## src/rtl/ctrl_decode_pipe_pkg.sv

```systemverilog
// Shared encodings for the SNEVA main-control decoder: opcodes, funct fields,
// ALU / immediate / branch / write-back selects and two small decode helpers.
package ctrl_decode_pipe_pkg;

  localparam logic [6:0] OPCODE_OP     = 7'b0110011;
  localparam logic [6:0] OPCODE_OP_IMM = 7'b0010011;
  localparam logic [6:0] OPCODE_LOAD   = 7'b0000011;
  localparam logic [6:0] OPCODE_STORE  = 7'b0100011;
  localparam logic [6:0] OPCODE_BRANCH = 7'b1100011;
  localparam logic [6:0] OPCODE_JAL    = 7'b1101111;
  localparam logic [6:0] OPCODE_JALR   = 7'b1100111;
  localparam logic [6:0] OPCODE_LUI    = 7'b0110111;
  localparam logic [6:0] OPCODE_AUIPC  = 7'b0010111;
  localparam logic [6:0] OPCODE_FENCE  = 7'b0001111;
  localparam logic [6:0] OPCODE_SYSTEM = 7'b1110011;

  localparam logic [2:0] F3_ADD_SUB = 3'b000;
  localparam logic [2:0] F3_SLL     = 3'b001;
  localparam logic [2:0] F3_SRL_SRA = 3'b101;

  localparam logic [6:0] F7_BASE   = 7'b0000000;
  localparam logic [6:0] F7_ALT    = 7'b0100000;
  localparam logic [6:0] F7_MULDIV = 7'b0000001;

  typedef enum logic [4:0] {
    ALU_ADD, ALU_SUB, ALU_SLL, ALU_SLT, ALU_SLTU, ALU_XOR, ALU_SRL, ALU_SRA,
    ALU_OR, ALU_AND, ALU_PASSB, ALU_MUL, ALU_MULH, ALU_MULHSU, ALU_MULHU,
    ALU_DIV, ALU_DIVU, ALU_REM, ALU_REMU
  } alu_op_e;

  typedef enum logic [2:0] {IMM_I, IMM_S, IMM_B, IMM_U, IMM_J} imm_sel_e;

  typedef enum logic [2:0] {
    BR_NONE, BR_EQ, BR_NE, BR_LT, BR_GE, BR_LTU, BR_GEU, BR_JUMP
  } br_type_e;

  typedef enum logic [1:0] {WB_DMEM, WB_ALU, WB_PC4} wb_sel_e;

  // funct3 -> ALU op for the non-alternate OP / OP-IMM encodings
  function automatic logic [4:0] alu_from_f3(input logic [2:0] f3);
    case (f3)
      3'd0:    return ALU_ADD;
      3'd1:    return ALU_SLL;
      3'd2:    return ALU_SLT;
      3'd3:    return ALU_SLTU;
      3'd4:    return ALU_XOR;
      3'd5:    return ALU_SRL;
      3'd6:    return ALU_OR;
      default: return ALU_AND;
    endcase
  endfunction

  // access size (funct3[1:0]) -> LSB-aligned byte lanes
  function automatic logic [3:0] size_mask(input logic [1:0] sz);
    case (sz)
      2'd0:    return 4'b0001;
      2'd1:    return 4'b0011;
      default: return 4'b1111;
    endcase
  endfunction

endpackage

```

## src/rtl/ctrl_decode_pipe_comb.sv

```systemverilog
// Pure combinational instruction -> control-bundle decode. Illegal encodings
// return an all-zero bundle with illegal=1 so no side effect can leak through.
module ctrl_decode_pipe_comb
  import ctrl_decode_pipe_pkg::*;
#(
  parameter bit EN_M  = 1'b0,
  parameter int ALU_W = 5,
  parameter int BE_W  = 4
) (
  input  logic [31:0]      inst,
  output logic [2:0]       imm_sel,
  output logic             reg_wen,
  output logic             asel,
  output logic             bsel,
  output logic [ALU_W-1:0] alu_sel,
  output logic             dmem_wen,
  output logic             dmem_ren,
  output logic [1:0]       wbsel,
  output logic             usel,
  output logic [BE_W-1:0]  be,
  output logic [2:0]       br_type,
  output logic             illegal
);

  logic [6:0] opcode;
  logic [6:0] funct7;
  logic [2:0] funct3;
  logic [4:0] rd;
  logic [4:0] alu_c;
  logic       legal;
  logic       wen_raw;
  logic       unused_fields;

  assign opcode = inst[6:0];
  assign rd     = inst[11:7];
  assign funct3 = inst[14:12];
  assign funct7 = inst[31:25];
  // register/immediate fields are consumed downstream, not by the decoder
  assign unused_fields = ^inst[24:15];

  // decode opcode group, then squash everything if the encoding is illegal
  always_comb begin
    imm_sel  = IMM_I;
    wen_raw  = 1'b0;
    asel     = 1'b0;
    bsel     = 1'b0;
    alu_c    = ALU_ADD;
    dmem_wen = 1'b0;
    dmem_ren = 1'b0;
    wbsel    = WB_DMEM;
    usel     = 1'b0;
    be       = '0;
    br_type  = BR_NONE;
    legal    = 1'b1;
    case (opcode)
      OPCODE_OP: begin
        wen_raw = 1'b1;
        wbsel   = WB_ALU;
        if (funct7 == F7_BASE)                              alu_c = alu_from_f3(funct3);
        else if (funct7 == F7_ALT && funct3 == F3_ADD_SUB)  alu_c = ALU_SUB;
        else if (funct7 == F7_ALT && funct3 == F3_SRL_SRA)  alu_c = ALU_SRA;
        else if (EN_M && funct7 == F7_MULDIV)               alu_c = 5'(ALU_MUL) + {2'b00, funct3};
        else                                                legal = 1'b0;
      end
      OPCODE_OP_IMM: begin
        wen_raw = 1'b1;
        wbsel   = WB_ALU;
        bsel    = 1'b1;
        alu_c   = alu_from_f3(funct3);
        if (funct3 == F3_SLL && funct7 != F7_BASE) legal = 1'b0;
        if (funct3 == F3_SRL_SRA) begin
          if (funct7 == F7_ALT)        alu_c = ALU_SRA;
          else if (funct7 != F7_BASE)  legal = 1'b0;
        end
      end
      OPCODE_LOAD: begin
        wen_raw  = 1'b1;
        bsel     = 1'b1;
        dmem_ren = 1'b1;
        usel     = funct3[2];
        be       = BE_W'(size_mask(funct3[1:0]));
        legal    = (funct3[1:0] != 2'b11) && (funct3 != 3'b110);
      end
      OPCODE_STORE: begin
        imm_sel  = IMM_S;
        bsel     = 1'b1;
        dmem_wen = 1'b1;
        be       = BE_W'(size_mask(funct3[1:0]));
        legal    = !funct3[2] && (funct3[1:0] != 2'b11);
      end
      OPCODE_BRANCH: begin
        imm_sel = IMM_B;
        asel    = 1'b1;
        bsel    = 1'b1;
        case (funct3)
          3'b000:  br_type = BR_EQ;
          3'b001:  br_type = BR_NE;
          3'b100:  br_type = BR_LT;
          3'b101:  br_type = BR_GE;
          3'b110:  br_type = BR_LTU;
          3'b111:  br_type = BR_GEU;
          default: legal   = 1'b0;
        endcase
      end
      OPCODE_JAL: begin
        imm_sel = IMM_J;
        wen_raw = 1'b1;
        asel    = 1'b1;
        bsel    = 1'b1;
        wbsel   = WB_PC4;
        br_type = BR_JUMP;
      end
      OPCODE_JALR: begin
        wen_raw = 1'b1;
        bsel    = 1'b1;
        wbsel   = WB_PC4;
        br_type = BR_JUMP;
        legal   = (funct3 == 3'b000);
      end
      OPCODE_LUI: begin
        imm_sel = IMM_U;
        wen_raw = 1'b1;
        bsel    = 1'b1;
        alu_c   = ALU_PASSB;
        wbsel   = WB_ALU;
      end
      OPCODE_AUIPC: begin
        imm_sel = IMM_U;
        wen_raw = 1'b1;
        asel    = 1'b1;
        bsel    = 1'b1;
        wbsel   = WB_ALU;
      end
      OPCODE_FENCE:  legal = (funct3 == 3'b000);
      OPCODE_SYSTEM: legal = 1'b0;
      default:       legal = 1'b0;
    endcase
    if (!legal) begin
      imm_sel  = IMM_I;
      wen_raw  = 1'b0;
      asel     = 1'b0;
      bsel     = 1'b0;
      alu_c    = ALU_ADD;
      dmem_wen = 1'b0;
      dmem_ren = 1'b0;
      wbsel    = WB_DMEM;
      usel     = 1'b0;
      be       = '0;
      br_type  = BR_NONE;
    end
    illegal = !legal;
    reg_wen = wen_raw && (rd != 5'd0);
    alu_sel = ALU_W'(alu_c);
  end

endmodule

```

## src/rtl/ctrl_decode_pipe.sv

```systemverilog
// Registered main-control decoder: combinational decode feeding a 2-entry
// skid buffer toward EX, with flush and a saturating accept counter.
//
// Handshake: a word moves on a port only in a cycle where valid && ready at
// the rising edge. in_ready is a pure register output (!entry1_full), so there
// is no combinational path from out_ready. Outputs hold while out_valid && !out_ready.
module ctrl_decode_pipe
  import ctrl_decode_pipe_pkg::*;
#(
  parameter int XLEN  = 32,
  parameter bit EN_M  = 1'b0,
  parameter int ALU_W = 5,
  parameter int CNT_W = 16
) (
  input  logic                clk,
  input  logic                rst,
  input  logic                flush,
  input  logic                in_valid,
  output logic                in_ready,
  input  logic [31:0]         inst,
  output logic                out_valid,
  input  logic                out_ready,
  output logic [2:0]          imm_sel,
  output logic                reg_wen,
  output logic                asel,
  output logic                bsel,
  output logic [ALU_W-1:0]    alu_sel,
  output logic                dmem_wen,
  output logic                dmem_ren,
  output logic [1:0]          wbsel,
  output logic                usel,
  output logic [XLEN/8-1:0]   be,
  output logic [2:0]          br_type,
  output logic                illegal,
  output logic [CNT_W-1:0]    dec_cnt
);

  localparam int BE_W  = XLEN / 8;
  localparam int BUN_W = 3 + 1 + 1 + 1 + ALU_W + 1 + 1 + 2 + 1 + BE_W + 3 + 1;

  logic [2:0]       d_imm_sel;
  logic             d_reg_wen, d_asel, d_bsel, d_dmem_wen, d_dmem_ren, d_usel, d_illegal;
  logic [ALU_W-1:0] d_alu_sel;
  logic [1:0]       d_wbsel;
  logic [BE_W-1:0]  d_be;
  logic [2:0]       d_br_type;
  logic [BUN_W-1:0] dec_bundle;

  logic             e0_valid, e1_valid;
  logic [BUN_W-1:0] e0_data, e1_data;
  logic             push, pop;

  ctrl_decode_pipe_comb #(
    .EN_M (EN_M),
    .ALU_W(ALU_W),
    .BE_W (BE_W)
  ) u_decode (
    .inst    (inst),
    .imm_sel (d_imm_sel),
    .reg_wen (d_reg_wen),
    .asel    (d_asel),
    .bsel    (d_bsel),
    .alu_sel (d_alu_sel),
    .dmem_wen(d_dmem_wen),
    .dmem_ren(d_dmem_ren),
    .wbsel   (d_wbsel),
    .usel    (d_usel),
    .be      (d_be),
    .br_type (d_br_type),
    .illegal (d_illegal)
  );

  assign dec_bundle = {d_imm_sel, d_reg_wen, d_asel, d_bsel, d_alu_sel, d_dmem_wen,
                       d_dmem_ren, d_wbsel, d_usel, d_be, d_br_type, d_illegal};

  assign in_ready  = !e1_valid;
  assign out_valid = e0_valid;
  assign push      = in_valid && in_ready && !flush;
  assign pop       = e0_valid && out_ready;

  assign {imm_sel, reg_wen, asel, bsel, alu_sel, dmem_wen, dmem_ren,
          wbsel, usel, be, br_type, illegal} = e0_data;

  // skid buffer: entry0 is the head, entry1 only fills when the head stalls
  always_ff @(posedge clk) begin
    if (rst) begin
      e0_valid <= 1'b0;
      e1_valid <= 1'b0;
      e0_data  <= '0;
      e1_data  <= '0;
    end else if (flush) begin
      e0_valid <= 1'b0;
      e1_valid <= 1'b0;
    end else if (e1_valid) begin
      if (pop) begin
        e0_data  <= e1_data;
        e1_valid <= 1'b0;
      end
    end else if (e0_valid) begin
      if (pop && push) begin
        e0_data <= dec_bundle;
      end else if (pop) begin
        e0_valid <= 1'b0;
      end else if (push) begin
        e1_data  <= dec_bundle;
        e1_valid <= 1'b1;
      end
    end else if (push) begin
      e0_data  <= dec_bundle;
      e0_valid <= 1'b1;
    end
  end

  // count accepted instructions, sticking at all-ones
  always_ff @(posedge clk) begin
    if (rst)                        dec_cnt <= '0;
    else if (push && dec_cnt != '1) dec_cnt <= dec_cnt + CNT_W'(1);
  end

endmodule

```

## config.mk

```make
export PLATFORM = sky130hd
export DESIGN_NAME = ctrl_decode_pipe
export DESIGN_NICKNAME = d
export VERILOG_FILES = /design/src/rtl/ctrl_decode_pipe_pkg.sv /design/src/rtl/ctrl_decode_pipe_comb.sv /design/src/rtl/ctrl_decode_pipe.sv
export SDC_FILE = /design/constraint.sdc
export NUM_CORES = 1
export LEC_CHECK = 0
export CAP_MARGIN = 20
export CORE_MARGIN = 2
export CORE_UTILIZATION = 55
export DETAILED_ROUTE_END_ITERATION = 10
export PLACE_DENSITY = 0.86
export SETUP_SLACK_MARGIN = 0.2
export SLEW_MARGIN = 20
export SYNTH_ARGS = -nofsm -noshare
export SYNTH_HDL_FRONTEND = slang
export SYNTH_HIERARCHICAL = 1
export SYNTH_SLANG_ARGS = --single-unit
```

## constraint.sdc

```tcl
create_clock -name clk -period 6.35 [get_ports clk]
set_input_delay 1.27 -clock clk [delete_from_list [all_inputs] [get_ports clk]]
set_output_delay 1.27 -clock clk [all_outputs]
set_load 0.005 [all_outputs]
```

# Word-level counts from Yosys, hierarchy flattened
# Cells that the tools add are included.
word_totals:
  latch_bits: 0
  mem_count: 0
  rom_bits: 0
  out_inout_bits: 42
  ram_bits: 0
  ff_bits: 66
  word_cells: 120
  inputBits: 37
op_classes:
  shift: 0
  eq_ne: 24
  order_cmp: 0
  n_div: 0
  reduce_logical: 34
  mux: 52
  multipliers: 0
  bitwise: 4
  addsub: 1
op_table:
  columns: ["cell", "n"]
  rows:
  - ["$mux W24", 5]
  - ["$eq A7 B6 Y1 const B", 4]
  - ["$mux W1", 28]
  - ["$pmux W4 S7", 1]
  - ["$eq A7 B7 Y1 const B", 3]
  - ["$mux W5", 4]
  - ["$pmux W3 S6", 1]
  - ["$add A16 B1 Y16 const B", 1]
  - ["$ne A16 B16 Y1 const B", 1]
  - ["$pmux W5 S3", 1]
  - ["$eq A7 B5 Y1 const B", 2]
  - ["$eq A3 B3 Y1 const B", 4]
  - ["$mux W4", 3]
  - ["$pmux W3 S4", 1]
  - ["$logic_and A1 B1 Y1", 11]
  - ["$reduce_or A2 Y1", 5]
  - ["$mux W3", 3]
  - ["$pmux W4 S2", 1]
  - ["$reduce_or A8 Y1", 1]
  - ["$eq A7 B2 Y1 const B", 1]
  - ["$eq A7 B4 Y1 const B", 1]
  - ["$logic_not A7 Y1", 1]
  - ["$pmux W1 S7", 1]
  - ["$reduce_bool A7 Y1", 1]
  - ["other kinds (22)", 30]

# Depth between registers and ports, before layout
# Gate-level depths: netlist of the first run.
depth:
  depth_word: 12
  depth_mapped: 10

# By module
# Netlist of the first run, hierarchy kept.
modules_own_cells:
  columns: ["module", "seq_area_each_um2", "n_inst", "cells_per_inst", "area_each_um2"]
  rows:
  - ["ctrl_decode_pipe", 1321.3, 1, 319, 2807.7]
  - ["ctrl_decode_pipe_comb", 0.0, 1, 117, 730.7]

# Worst setup path before layout of the first run
# Ideal clock, no wire load.
synth_timing:
  path_kind: "input port to flip-flop"
  from: "input port inst[2]"
  to: "register e0_data[14]"
  arrival_time_ns: 2.892
  path_slack_ns: 3.372
  n_path_buf: 3
  stages: 10
  path_cell_list: "buf_6 > and4bb_1 > buf_6 > nand2_4 > nor4b_4 > nor4_2 > buf_6 > nor4_4 > mux2i_1 > a211oi_1"
synth_between:
  elab_chain_len: 7
  word_cells_on_any_way: 19
  cone_classes: "10 x eq/ne; 7 x mux; 2 x reduce/logical"
synth_lines:
  columns: ["item", "line", "text"]
  rows:
  - ["start, declared", "ctrl_decode_pipe.sv:20", "input logic [31:0] inst,"]
  - ["$eq A7 B7 Y1 (tied with other cells)", "ctrl_decode_pipe_comb.sv:55", "case (opcode)"]
  - ["$reduce_or A3 Y1 (no line) / $reduce_or A2 Y1 (equally long branches)", null, null]
  - ["$pmux W1 S7", "ctrl_decode_pipe_comb.sv:55", null]
  - ["$mux W5 *", "ctrl_decode_pipe_comb.sv:138", "if (!legal) begin"]
  - ["net d_alu_sel[1]", "ctrl_decode_pipe.sv:43", "logic [ALU_W-1:0] d_alu_sel;"]
  - ["$mux W24, on equally long branches", "ctrl_decode_pipe.sv:108, ctrl_decode_pipe.sv:100", null]
  - ["$mux W24 *", "ctrl_decode_pipe.sv:99", "end else if (e0_valid) begin"]
  - ["$mux W24 *", "ctrl_decode_pipe.sv:94", "end else if (e1_valid) begin"]
  - ["end signal, assigned", "ctrl_decode_pipe.sv:96", "e0_data <= e1_data;"]
  - ["end signal, assigned", "ctrl_decode_pipe.sv:101", "e0_data <= dec_bundle;"]
  - ["end signal, assigned", "ctrl_decode_pipe.sv:109", "e0_data <= dec_bundle;"]
  - ["end, declared", "ctrl_decode_pipe.sv:50", "logic [BUN_W-1:0] e0_data, e1_data;"]
# Mark *: on every way through the listed nets, which the timed path passes. The rest lies on a longest branch. The select of a mux whose other input is x is not followed.
# A chain may end at the register's enable or synchronous reset.

# Final worst setup path of the first run
layout_timing:
  from: "input port inst[3]"
  to: "register e0_data[9]"
layout_between:
  elab_chain_len: 7
  word_cells_on_any_way: 21
  cone_classes: "10 x eq/ne; 7 x mux; 4 x reduce/logical"
layout_lines:
  columns: ["item", "line", "text"]
  rows:
  - ["$eq A7 B7 Y1 (tied with other cells)", "ctrl_decode_pipe_comb.sv:55", null]
  - ["$reduce_or A3 Y1 (no line) (tied with other cells)", null, null]
  - ["$pmux W1 S7 / $pmux W2 S2 (equally long branches)", "ctrl_decode_pipe_comb.sv:55", null]
  - ["$mux W2 *", "ctrl_decode_pipe_comb.sv:138", null]
  - ["net d_wbsel[0]", "ctrl_decode_pipe.sv:44", "logic [1:0] d_wbsel;"]
  - ["$mux W24, on equally long branches", "ctrl_decode_pipe.sv:108, ctrl_decode_pipe.sv:100", null]
  - ["$mux W24 *", "ctrl_decode_pipe.sv:99", null]
  - ["$mux W24 *", "ctrl_decode_pipe.sv:94", null]
# Marked as above.

==> results of run 1 <==
power by group through the flow:
stage	clock [uW]	sequential, uW	combinational, uW
floorplan	0	441	55.6
global placement	0	440	99.2
finish	322	431	102
CTS	328	431	102
global route	352	432	112
detailed placement	0	440	102
Yosys cell counts (3+ instances only):
master / count
sky130_fd_sc_hd__nand3_1: 10
sky130_fd_sc_hd__and3_1: 3
sky130_fd_sc_hd__and2_1: 3
sky130_fd_sc_hd__or3_1: 5
sky130_fd_sc_hd__nand2b_1: 5
sky130_fd_sc_hd__a21oi_1: 45
sky130_fd_sc_hd__nor2b_1: 5
sky130_fd_sc_hd__nand4_1: 7
sky130_fd_sc_hd__nand3b_1: 3
sky130_fd_sc_hd__o31ai_1: 6
sky130_fd_sc_hd__clkbuf_1: 17
sky130_fd_sc_hd__dfxtp_1: 66
sky130_fd_sc_hd__buf_6: 5
sky130_fd_sc_hd__nor3_1: 9
sky130_fd_sc_hd__nor2_1: 47
sky130_fd_sc_hd__a31oi_1: 3
sky130_fd_sc_hd__buf_2: 7
sky130_fd_sc_hd__o21ai_0: 16
sky130_fd_sc_hd__inv_1: 6
sky130_fd_sc_hd__a211oi_1: 27
sky130_fd_sc_hd__mux2i_1: 27
sky130_fd_sc_hd__or4_1: 5
sky130_fd_sc_hd__nand2_1: 62
how the worst max path moves through the flow:
stage          startpoint           to  slack [ns]  cells after the start
2_1_floorplan     inst[2]  e0_data[14]        3.37                     10
3_3_place_gp      inst[5]  e0_data[15]        2.45                      9
3_5_place_dp      inst[5]   e0_data[9]        2.39                      9
4_1_cts           inst[5]  e0_data[15]        2.74                      9
5_1_grt           inst[5]   e0_data[9]        2.55                      9
6_report          inst[3]   e0_data[9]        2.72                      9
layer usage:
metal | vias up | part of all wire
met3 | 20 | 0.046
met1 | 1545 | 0.47
li1 | 1663 | -
met4 | 0 | 0.024
met2 | 98 | 0.46
met5 | - | 0
flip-flops by register name, indices dropped and copies added (netlist names):
signal / flops
e1_data: 24
e1_valid: 1
dec_cnt: 16
out_valid: 1
e0_data: 24
cells by family (layout without fill, tap and decap cells):
kind of cell	count (synthesis)	after routing	synth area share
simple gates	188	188	0.286
compound gates	109	109	0.191
flops	66	66	0.373
buf+inv	40	96	0.0580
mux	28	28	0.0796
xor+xnor	3	3	0.00743
fa+ha+maj	1	1	0.00354
other cells	1	1	0.00106
final cells by class:
class,count,share of cell area
repair buffers,74,0.165
flip-flops and latches,66,0.303
well taps,77,0.0221
clock inverters,4,0.00603
inverters,6,0.00517
clock buffers,12,0.0356
multi-input cells,330,0.463
metrics by stage:
step                 util  hold WS (ns)  total power, uW  std cells  setup WS (ns)
floorplan               -         0.436              496        436           3.37
global placement    0.666         0.441              539        553           2.45
detailed placement  0.666         0.447              542        553           2.39
CTS                 0.694         0.457              862        569           2.74
global route        0.694         0.479              896        569           2.55
finish              0.694         0.455              855        569           2.72
worst max-delay path, stage by stage:
cell,delay (ns)
sky130_fd_sc_hd__clkdlybuf4s50_1,0.58
sky130_fd_sc_hd__and4bb_1,0.58
sky130_fd_sc_hd__nand2_4,0.12
sky130_fd_sc_hd__nor4b_4,0.38
sky130_fd_sc_hd__nor4_2,0.07
sky130_fd_sc_hd__buf_4,0.19
sky130_fd_sc_hd__nor3_1,0.29
sky130_fd_sc_hd__mux2i_1,0.14
sky130_fd_sc_hd__a211oi_1,0.24
==> results.rst, run 1 <==
.. list-table::
   :header-rows: 1

   * - Metric
     - Value
   * - Outcome
     - complete, no violations
   * - Weighted congestion reported at the end of routability-driven placement
     - 0.897
   * - Fraction of power consumed by combinational cells
     - 0.119
   * - Layout cells sized above 1
     - 0.0752
   * - Router iterations before antenna repair
     - 4
   * - Total number of yosys warnings
     - 6
   * - # diodes
     - 0
   * - Switching Share
     - 0.253
   * - Number of buffers inserted during clock tree synthesis
     - 9
   * - DP Area
     - 4180 um2
   * - Post-synthesis cell count
     - 436
   * - Number of distinct library cell variants in the gate-level netlist after synthesis
     - 61
   * - Final net count
     - 525
   * - Worst voltage drop across the vdd grid
     - 152 uV
   * - Hold Path Stages
     - 2
   * - Combined area of all synthesized cells
     - 3540 um2
   * - Worst R2R Path Depth
     - 5
   * - Area of the multi-input gates
     - 2020 um2
   * - Critical Path Sink Type
     - flop
   * - Number of flops mapped to enable cells by yosys
     - 0
   * - Final instance area
     - 4360 um2
   * - Post-synth top area share
     - 0.373
   * - Final critical path time including I/O delays and setup
     - 3.63 ns
   * - Post-DR wirelength/cell
     - 14.1 um
   * - Maximum clock frequency
     - ~280 MHz
   * - Type of the tightest min-delay check
     - reg2reg
   * - Number of endpoints with negative hold slack in the final report
     - 0
   * - Pint
     - 638 uW
   * - CTS tree
     - done
   * - Global-route congestion overflow total
     - 0
   * - Via count of the first global-routing pass
     - 3068
   * - Dominant register cell in the synthesized netlist
     - sky130_fd_sc_hd__dfxtp_1
   * - Number of vias after detailed routing
     - 3326
   * - Global Route met1 Usage
     - 0.316
   * - Seq pwr share
     - 0.504
   * - Worst endpoint required time
     - 6.60 ns
   * - I/O Buffers
     - 68
   * - Syn Nets
     - 474
   * - Power density of the placed cells
     - between 150 and 200 nW/um2
   * - Register bit total from synthesis
     - 66
   * - Final HPWL DP
     - about 5.6 mm
   * - Clock Tree Buf Depth
     - 2
   * - Global-route met2 utilization
     - 0.369
   * - Antenna violations before repair
     - 0
   * - Initial core utilization
     - 0.564
   * - Antenna-violating nets left
     - 0
   * - First-pass GRT wire length
     - 13.8 mm
   * - Area Growth Syn to Fin
     - 23.2%
   * - Max Cap Violations
     - 0
   * - Core footprint
     - 6280 um2
   * - Library cell used as clock root buffer
     - sky130_fd_sc_hd__clkbuf_8
   * - Worst Setup Path Type
     - in2reg
   * - Most crowded layer after global routing
     - met2
   * - Clk_lat worst skew
     - 0.33 ns
   * - Most common cell after layout, fill and taps aside
     - sky130_fd_sc_hd__clkdlybuf4s50_1
   * - Avg Inst Size Synth
     - a little over 8 um2
   * - Hold path startpoint
     - e1_data[10]
   * - Count of clock tree sinks
     - between 60 and 70
   * - Final worst clock skew
     - 0.00870 ns
   * - Largest fanout on the critical path
     - 12
   * - Switch Pwr
     - 217 uW
   * - Number of core rows
     - 29
   * - Largest net degree at the start of global routing
     - 69
   * - Total count of max-transition violations in the final report
     - 0
   * - Share of synthesized flip-flops with an asynchronous set or reset
     - 0
   * - Reg-to-reg setup timing slack
     - 4.17 ns
   * - Avg Vias per Cell
     - 5.85
   * - Post-CTS Resized
     - 0
   * - Critical path launch point type
     - primary input
   * - Number of DRC violations after detailed routing
     - 0
   * - Worst Tran Pin Value
     - approximately 0.81 ns
   * - Setup repair after global routing missed its margin
     - no
   * - WHS Endpoint
     - e1_data[10]
   * - Clock input transition at the sequential cells of the worst setup and hold paths
     - 0.07 ns
   * - Number of hold-repair buffers added at the cts stage
     - 0
   * - Layout fillers
     - 514
   * - Synth top area cells
     - sky130_fd_sc_hd__dfxtp_1 37%, sky130_fd_sc_hd__mux2i_1 7.6%, sky130_fd_sc_hd__nand2_1 6.6%, sky130_fd_sc_hd__a21oi_1 6.4%, sky130_fd_sc_hd__a211oi_1 5.7%
   * - Critical R2R Launch
     - e1_valid
   * - Sequential cell area in the final layout
     - approximately 1300 um2
   * - End of the worst register-to-register path
     - e1_data[12]
   * - IO Count
     - 79
   * - Die H
     - 84.2 um
   * - Commonest cells after routing, fill and taps aside
     - 67 x sky130_fd_sc_hd__clkdlybuf4s50_1, 66 x sky130_fd_sc_hd__dfxtp_1, 62 x sky130_fd_sc_hd__nand2_1, 47 x sky130_fd_sc_hd__nor2_1, 45 x sky130_fd_sc_hd__a21oi_1
   * - Global-route met3 utilization
     - 0.0501
   * - Arrival time reported for the critical path endpoint
     - about 3.9 ns
   * - Leakage power figure
     - approximately 0.0014 uW
   * - Final setup violating endpoints
     - 0
   * - Count of buffers added by post-CTS timing repair for setup
     - 0
   * - Clock network fraction of design power
     - 0.377
   * - Die Width
     - approximately 84 um
   * - Overall routing resource usage
     - 0.234
   * - CTS H-Tree Depth
     - 3
   * - Period utilisation layout
     - 0.572
   * - DRT iter0 DRCs
     - 250
   * - Setup TNS Final
     - 0 ns
   * - Worst-case headroom to the max-slew limit
     - 0.458
   * - Detailed Route WL
     - between 8 and 9 mm
   * - Seq/Total Area, Yosys
     - 0.373
   * - DIE AREA
     - 7090 um2
   * - Cell type with the highest aggregate area in the netlist
     - sky130_fd_sc_hd__dfxtp_1
Power figures use the tool's default switching activity.
==> run 2, diff against run 1 <==
Settings changed: CORE_UTILIZATION 55 to 51, PLACE_DENSITY 0.86 to 0.81.
Clock period 6.35 ns to 3.77 ns, I/O delays scaled along.
==> results.rst, run 2 (synthesized netlist as in run 1, its figures left out) <==
.. list-table::
   :header-rows: 1

   * - Metric
     - Value
   * - Post-DR wirelength/cell
     - 14.4 um (+2.0%)
   * - Post-CTS Resized
     - 0 (unchanged)
   * - Worst endpoint required time
     - 4.03 ns (-2.57 ns)
   * - Count of clock tree sinks
     - 66 (unchanged)
   * - DIE AREA
     - 7620 um2 (+7.5%)
   * - Number of endpoints with negative hold slack in the final report
     - 0 (unchanged)
   * - Setup TNS Final
     - 0 ns (unchanged)
   * - CTS tree
     - done
   * - Largest fanout on the critical path
     - 9 (-3)
   * - Setup repair after global routing missed its margin
     - no
   * - Clock Tree Buf Depth
     - 2 (unchanged)
   * - Router iterations before antenna repair
     - 4 (unchanged)
   * - Clock input transition at the sequential cells of the worst setup and hold paths
     - 0.07 ns (about the same)
   * - Overall routing resource usage
     - 0.224 (-0.00988)
   * - Period utilisation layout
     - 0.792
   * - Layout fillers
     - 567 (+10%)
   * - Critical path buffers and inverters
     - 2 (unchanged)
   * - First-pass GRT wire length
     - 13.7 mm (-0.60%)
   * - Number of core rows
     - 30 (+3.4%)
   * - Antenna violations before repair
     - 0 (unchanged)
   * - Number of standard cells in the layout, taps in and fillers out
     - 577 (+1.4%)
   * - Count of buffers added by post-CTS timing repair for setup
     - 0 (unchanged)
   * - Largest net degree at the start of global routing
     - 49 (-29%)
   * - Number of vias after detailed routing
     - 3348 (+0.66%)
   * - IO Count
     - 79 (unchanged)
   * - Antenna-violating nets left
     - 0 (unchanged)
   * - Final HPWL DP
     - 5.79 mm (+3.9%)
   * - Worst Setup Path Type
     - in2reg
   * - Initial core utilization
     - 0.524 (-0.0400)
   * - Family with the most delay on the worst path
     - simple AND/OR/NAND/NOR gates
   * - Worst voltage drop across the vdd grid
     - 192 uV (+26%)
   * - Core footprint
     - 6760 um2 (+7.6%)
   * - Number of hold-repair buffers added at the cts stage
     - 0 (unchanged)
   * - Leakage power figure
     - 0.00146 uW (+3.1%)
   * - Weighted congestion reported at the end of routability-driven placement
     - 0.880 (-1.9%)
   * - Final worst clock skew
     - 0.00827 ns (-0.000434 ns)
   * - Total count of max-transition violations in the final report
     - 0 (unchanged)
   * - Arrival time reported for the critical path endpoint
     - 3.25 ns (-0.63 ns)
   * - I/O Buffers
     - 68 (unchanged)
   * - Largest stage delay on the critical path
     - 0.54 ns (-0.04 ns)
   * - Power density of the placed cells
     - 354 nW/um2 (+81%)
   * - DRT iter0 DRCs
     - 193 (-23%)
   * - Number of buffers inserted during clock tree synthesis
     - 9 (unchanged)
   * - Final critical path time including I/O delays and setup
     - 2.99 ns
   * - Outcome
     - complete, no violations
   * - Detailed Route WL
     - 8.32 mm (+3.4%)
   * - Final instance area
     - 4450 um2 (+2.0%)
   * - Slowest stage cell on the critical path
     - sky130_fd_sc_hd__clkdlybuf4s50_1
   * - Final setup violating endpoints
     - 0 (unchanged)
   * - Most common cell after layout, fill and taps aside
     - sky130_fd_sc_hd__clkdlybuf4s50_1
   * - Die H
     - 87.3 um (+3.7%)
   * - Overall power after layout
     - 1580 uW (+84%)
   * - Global-route congestion overflow total
     - 0 (unchanged)
   * - # diodes
     - 0 (unchanged)
   * - Biggest registers after layout
     - e0_data x24, e1_data x24, dec_cnt x16
   * - Via count of the first global-routing pass
     - 3081 (+0.42%)
   * - DP Area
     - 4220 um2 (+0.99%)
   * - Area Growth Syn to Fin
     - 25.7%
   * - Avg Vias per Cell
     - 5.80 (-0.73%)
   * - Library cell used as clock root buffer
     - sky130_fd_sc_hd__clkbuf_8
   * - Critical Path Sink Type
     - flop
   * - Critical path launch point type
     - primary input
   * - Sequence of cells on the critical path
     - clkdlybuf4s50_1, and4bb_1, nand2_4, nor4b_4, nor4_2, buf_4, nor4_4, mux2i_1, a211oi_1
   * - Worst-case headroom to the max-slew limit
     - 0.422 (-0.0357)
   * - Clk_lat worst skew
     - 0.34 ns (about the same)
   * - Max Cap Violations
     - 0 (unchanged)
   * - Type of the tightest min-delay check
     - reg2reg
   * - Worst Tran Pin Value
     - 0.865 ns (+0.0534 ns)
   * - Maximum clock frequency
     - around 330 MHz
   * - CTS H-Tree Depth
     - 3 (unchanged)
   * - Number of DRC violations after detailed routing
     - 0 (unchanged)
   * - Total instance count after detailed placement
     - 561 (+1.4%)
   * - Die Width
     - 87.3 um (+3.7%)
   * - Final net count
     - 530 (+0.95%)
   * - Commonest cells after routing, fill and taps aside
     - 67 x sky130_fd_sc_hd__clkdlybuf4s50_1, 66 x sky130_fd_sc_hd__dfxtp_1, 62 x sky130_fd_sc_hd__nand2_1, 47 x sky130_fd_sc_hd__nor2_1, 45 x sky130_fd_sc_hd__a21oi_1
   * - Layout cells sized above 1
     - 0.0865 (+0.0113)
==> run 2: cell types whose count changed in the layout (fill, tap and decap cells not counted) <==
cell / delta
sky130_fd_sc_hd__buf_4: +5
sky130_fd_sc_hd__bufinv_16: +2
sky130_fd_sc_hd__clkbuf_1: -1
sky130_fd_sc_hd__clkbuf_8: -1
sky130_fd_sc_hd__clkinv_2: -1
sky130_fd_sc_hd__clkinv_4: +1
==> run 2: worst paths after layout <==
path	start	to	slack [ns]	depth (start not counted)
min	e1_data[10]	e1_data[10]	0.45	2
max reg2reg	e1_valid	e0_data[0]	1.81	6
min reg2reg	e1_data[10]	e1_data[10]	0.45	2
max	inst[2]	e0_data[14]	0.78	9
==> run 2: worst register-to-register path, stage by stage, from the launching register on <==
cell and delay, ns:
sky130_fd_sc_hd__dfxtp_1 0.39, sky130_fd_sc_hd__buf_4 0.43, sky130_fd_sc_hd__mux2i_1 0.17, sky130_fd_sc_hd__nor3_2 0.12, sky130_fd_sc_hd__buf_4 0.43, sky130_fd_sc_hd__nor2_1 0.11, sky130_fd_sc_hd__a211oi_1 0.23
==> run 2: per-layer routing <==
layer / vias to the layer above / wire length (um) / track usage
li1: 1670 / - / -
met1: 1553 / 3890 / 0.294
met2: 110 / 3880 / 0.357
met3: 15 / 432 / 0.0607
met4: 0 / 116 / 0.0741
met5: - / 0 / 0
==> run 2: final cells by class <==
type	instances	area, um2	share of cell area
Clock buffer	10	138	0.0310
Clock inverter	6	90.1	0.0203
Inverter	6	22.5	0.00506
Multi-Input combinational cell	330	2020	0.454
Sequential cell	66	1320	0.297
Tap cell	80	100	0.0225
Timing Repair Buffer	79	758	0.171
==> run 2: power by group <==
group / internal (uW) / total [uW] / switching (uW)
clock: 391 / 672 / 281
combinational: 89.2 / 177 / 88.2
sequential: 715 / 726 / 11.0
total: 1200 / 1580 / 380
==> run 2: metrics by stage <==
step           setup slack (ns)   util  hold slack, ns
3_3_place_gp              0.483  0.624           0.441
2_1_floorplan              1.31      -           0.436
6_report                  0.783  0.658           0.455
5_1_grt                   0.516  0.658           0.473
3_5_place_dp              0.436  0.624           0.446
4_1_cts                   0.803  0.658           0.456
